**src/rtl/irq_pkg.sv**
```systemverilog
// rtl/irq_pkg.sv - shared constants, FSM state type and index decode for irq_pending_8
package irq_pkg;

  localparam int NUM_IRQ = 8;
  localparam int IDX_W   = 3;

  typedef enum logic {
    IDLE  = 1'b0,
    VALID = 1'b1
  } state_t;

  function automatic logic [NUM_IRQ-1:0] onehot8(input logic [IDX_W-1:0] idx);
    onehot8 = NUM_IRQ'(1) << idx;
  endfunction

endpackage

```
**src/rtl/irq_edge_det.sv**
```systemverilog
// rtl/irq_edge_det.sv - request capture: rising-edge or level set pulses per line
module irq_edge_det
  import irq_pkg::*;
#(
  parameter bit EDGE_MODE = 1'b1
) (
  input  logic               clk,
  input  logic               rst_n,
  input  logic [NUM_IRQ-1:0] req,
  output logic [NUM_IRQ-1:0] set
);

  logic [NUM_IRQ-1:0] req_q;

  // req_q resets low so a line already high at reset release reads as an edge
  always_ff @(posedge clk or negedge rst_n) begin
    if (!rst_n) begin
      req_q <= '0;
    end else begin
      req_q <= req;
    end
  end

  always_comb begin
    set = EDGE_MODE ? (req & ~req_q) : req;
  end

endmodule

```
**src/rtl/irq_pending_8.sv**
```systemverilog
// rtl/irq_pending_8.sv - pending/overflow capture and frozen snapshot handshake for the priority encoder
module irq_pending_8
  import irq_pkg::*;
#(
  parameter bit EDGE_MODE = 1'b1
) (
  input  logic               clk,
  input  logic               rst_n,
  input  logic [NUM_IRQ-1:0] req,
  input  logic [NUM_IRQ-1:0] mask,
  output logic [NUM_IRQ-1:0] vec,
  output logic               vec_valid,
  input  logic               vec_ready,
  input  logic [IDX_W-1:0]   idx,
  output logic [NUM_IRQ-1:0] pending,
  output logic [NUM_IRQ-1:0] ovf,
  input  logic               ovf_clr,
  output logic               err
);

  state_t             state;
  state_t             state_nxt;
  logic [NUM_IRQ-1:0] set;
  logic [NUM_IRQ-1:0] clr;
  logic [NUM_IRQ-1:0] ovf_new;
  logic [NUM_IRQ-1:0] avail;
  logic               hs;
  logic               hit;

  irq_edge_det #(
    .EDGE_MODE(EDGE_MODE)
  ) u_edge_det (
    .clk  (clk),
    .rst_n(rst_n),
    .req  (req),
    .set  (set)
  );

  assign avail = pending & mask;
  assign hs    = vec_valid & vec_ready;
  assign hit   = vec[idx];

  always_comb begin
    clr     = (hs && hit) ? onehot8(idx) : '0;
    ovf_new = EDGE_MODE ? (set & pending & ~clr) : '0;
  end

  always_ff @(posedge clk or negedge rst_n) begin
    if (!rst_n) begin
      state <= IDLE;
    end else begin
      state <= state_nxt;
    end
  end

  always_comb begin
    state_nxt = state;
    case (state)
      IDLE:    if (|avail) state_nxt = VALID;
      VALID:   if (vec_ready) state_nxt = IDLE;
      default: state_nxt = IDLE;
    endcase
  end

  always_comb begin
    vec_valid = (state == VALID);
  end

  // set is OR-ed after the clear so a same-cycle re-request keeps the bit
  always_ff @(posedge clk or negedge rst_n) begin
    if (!rst_n) begin
      pending <= '0;
      ovf     <= '0;
      vec     <= '0;
      err     <= 1'b0;
    end else begin
      pending <= (pending & ~clr) | set;
      ovf     <= (ovf_clr ? '0 : ovf) | ovf_new;
      err     <= hs & ~hit;
      if (state == IDLE && |avail) begin
        vec <= avail;
      end
    end
  end

endmodule
```
**config.mk**
```make
export PLATFORM = sky130hd
export DESIGN_NAME = irq_pending_8
export DESIGN_NICKNAME = d
export VERILOG_FILES = /design/src/rtl/irq_pkg.sv /design/src/rtl/irq_edge_det.sv /design/src/rtl/irq_pending_8.sv
export SDC_FILE = /design/constraint.sdc
export NUM_CORES = 1
export LEC_CHECK = 0
export ABC_AREA = 1
export BUFFER_PORTS_ARGS = -buffer_cell sky130_fd_sc_hd__buf_4
export CORE_MARGIN = 3
export CORE_UTILIZATION = 32
export CTS_BUF_LIST = sky130_fd_sc_hd__clkbuf_8
export CTS_CLUSTER_DIAMETER = 200
export CTS_CLUSTER_SIZE = 12
export DETAILED_ROUTE_END_ITERATION = 10
export HOLD_SLACK_MARGIN = 0.06
export SETUP_SLACK_MARGIN = 0.02
export SLEW_MARGIN = 20
export SYNTH_ARGS = -nofsm -noshare
export SYNTH_HDL_FRONTEND = slang
export SYNTH_HIERARCHICAL = 1
export SYNTH_SLANG_ARGS = --single-unit
```
**constraint.sdc**
```tcl
create_clock -name clk -period 1.3 [get_ports clk]
set_input_delay 0.065 -clock clk [delete_from_list [all_inputs] [get_ports clk]]
set_output_delay 0.065 -clock clk [all_outputs]
set_load 0.03 [all_outputs]
```
==> metrics <==
Mapped Cells 192; P&R area growth vs syn 45.6%; Commonest cells post-synth 85 x nand2_1, 34 x dfrtp_1, 30 x inv_1; Max Freq 0.826 GHz; Top FF cell, synth dfrtp_1; die height 76.1 um; status completed; largest area contributor in the netlist dfrtp_1; Hold Crit Start mask[7]; synthesized flop and latch total 34; largest net degree at the start of global routing 35; GRT overflow 0; Die X-Extent between 70 and 80 um; Reg2Reg Depth 5; via count between 1000 and 1500; critical path class input pin to flip-flop; setup_tns 0 ns; hold slack 0.132 ns; met2 Use GR 21.1%; layout cells sized above 1 ~33%; VDD IR max approximately 0.0006 V; synthesized cell area 0.00157 mm2; worst slew pin tran 0.438 ns; Avg Cell Area, Syn roughly 8.2 um2; Sequential cell area 861 um2; Initial DRC Count 71; most frequent cell after synthesis nand2_1; n_diodes 0; Via density 4.24; CTS H-tree depth 2; Clk pwr share 21.3%; max-cap violation count 0; skew final 0.00372 ns; Async S/R FF share, synth 100%; Worst Path Arrival 1.38 ns; register area share after synthesis 54.1%; Final ANT Viol Nets 0; CP cell instances dlygate4sd3_1 > buf_4 > nand2_1 > nand4_1 > or2_4 > nand2_8 > o21ai_1; Final nets 289; area of the die 0.00579 mm2; Hold Path Cell Cnt 4; CTS tree built; Skew-Pair Late Insertion Delay 0.28 ns; CP Capture Type flip-flop; HP Class input pin to flip-flop; RSZ-0062 raised after global routing no; wire per inst 11.0 um; DRC violations left 0; io pins 49; Synth cell types 19; buffer type at the clock tree root clkbuf_8; post-synth net total 215; slowest cell on the critical path dlygate4sd3_1; cell internal pwr 2250 uW; RR Endpoint vec_valid; Core Rows 24; warnings from Yosys 6; power share of the combinational group 39.7%; # port buffers 48; startpoint types input pin; final setup violation count 0; GRT Max-Usage Layer met2; clk sinks 34; met1 global-route usage between 10% and 20%; Slew headroom 70.8%; max-slew violations 0; WL final 3.66 mm; CTS Buffer Depth 2; Pleak roughly 0.0013 uW; Initial Utilization 34.7%; clk slew on worst S/H paths 0.07 ns; ranking of synthesized cells by area dfrtp_1 54%, nand2_1 20%, inv_1 7.2%, nand4_1 4.0%, nor2_2 4.0%; global-route wire length before repair 6.24 mm; R2R Setup Slk between 0.1 and 0.15 ns; vias in the first global route around 1300; FILL cells 458; met3 usage 3.78%; core box area 0.00453 mm2; Switching Fraction approximately 39%; P_sw 1440 uW; initial antenna violation count 0; sequential share of power 39.0%; fin crit share between 90% and 100%; Power Density 1610 mW/mm2; Critical Path RT between 1 and 1.5 ns; First-pass DRT Iterations 4; Tmin final between 1 and 1.5 ns; Multi-input gate area 588 um2; dpl hpwl 2.78 mm; crit path from mask[0]; Critical Path Fanout Max 9; CP max stage delay 0.54 ns; total CTS buffers 5; GRT Util Overall a little over an eighth; Worst Hold End vec[7]; Pwr Total 3690 uW; final hold violation count 0; EDFF count, synth 0; top-area cell type share of the netlist area 54.1%; GPL Wtd Cong 0.718; R2R Path Start pending[2]
## registers in the layout, indices dropped and copies added (netlist names)
signal	flops
ovf	8
pending	8
u_edge_det/req_q	8
vec	8
err	1
vec_valid	1
## worst max-delay path: cells and delay by family
family	cells	cell delay (ns)
buffers and inverters	2	0.68
AND/OR/NAND/NOR	4	0.56
AO/OA/AOI/OAI	1	0.08
## cell usage in the layout, fill, tap and decap left out
master          n
clkbuf_8        6
dfrtp_1        26
buf_4          55
inv_2           2
clkinv_2        1
nand3_1         2
dlygate4sd3_1  13
nor2_1          2
nand2_1        85
o21ai_1         1
nand3b_1        6
nand2_8         1
a21oi_1         1
nor2_2         10
or2_4           1
nand4_1        10
nand2_2         2
nand2_4         1
a21oi_2         1
inv_1          31
dfrtp_2         8
clkinv_1        1
nand3_2         1
## cells by family after synthesis
group / after synthesis / synth area share (%)
simple gates: 121 / 36.1
flops: 34 / 54.1
buf+inv: 34 / 8.60
compound gates: 3 / 1.19
## power groups by stage
| stage | sequential [uW] | clock (uW) | combinational [uW] |
|---|---|---|---|
| 2_1_floorplan | 1840 | 0 | 497 |
| 3_3_place_gp | 1460 | 0 | 1440 |
| 3_5_place_dp | 1460 | 0 | 1450 |
| 4_1_cts | 1440 | 812 | 1480 |
| 5_1_grt | 1470 | 853 | 1600 |
| 6_report | 1440 | 786 | 1460 |
## timing repair
action / 4_1_cts / 5_1_grt
endpoints found under the setup margin: 1 / 0
resized for setup: 1 / 0
hold endpoints to repair: 46 / 0
buffers inserted: 0 / 0
hold buffers: 13 / 0
## cell type report
class,instances,share of cell area [%]
repair buffers,68,23.7
well taps,65,3.55
multi-input cells,124,25.7
flip-flops and latches,34,37.6
clock buffers,6,3.61
inverters,33,5.41
clock inverters,2,0.383
## metrics by stage
step / cell area, um2 / std cells / utilization (%) / setup WS (ns)
6_report: 2290 / 332 / 50.5 / 0.0889
5_1_grt: 2290 / 332 / 50.5 / 0.0205
4_1_cts: 2290 / 332 / 50.5 / 0.0925
3_5_place_dp: 2060 / 311 / 45.5 / 0.0177
3_3_place_gp: 2060 / 311 / 45.5 / 0.0335
2_1_floorplan: 1580 / 192 / - / 0.0282
## layer usage
metal,share of wire (%),up-vias
met2,47,33
met3,4.9,2
li1,-,727
met1,46,645
met4,1.3,0
met5,0,-
## worst max-delay path by stage
| stage | endpoint | slack [ns] | cells after the start |
|---|---|---|---|
| 5_1_grt | vec[6] | 0.02 | 8 |
| 2_1_floorplan | vec_valid | 0.03 | 6 |
| 3_5_place_dp | vec_valid | 0.02 | 5 |
| 4_1_cts | vec_valid | 0.09 | 7 |
| 6_report | vec_valid | 0.09 | 7 |
| 3_3_place_gp | vec_valid | 0.03 | 5 |
(Power assumes the default switching activity.)
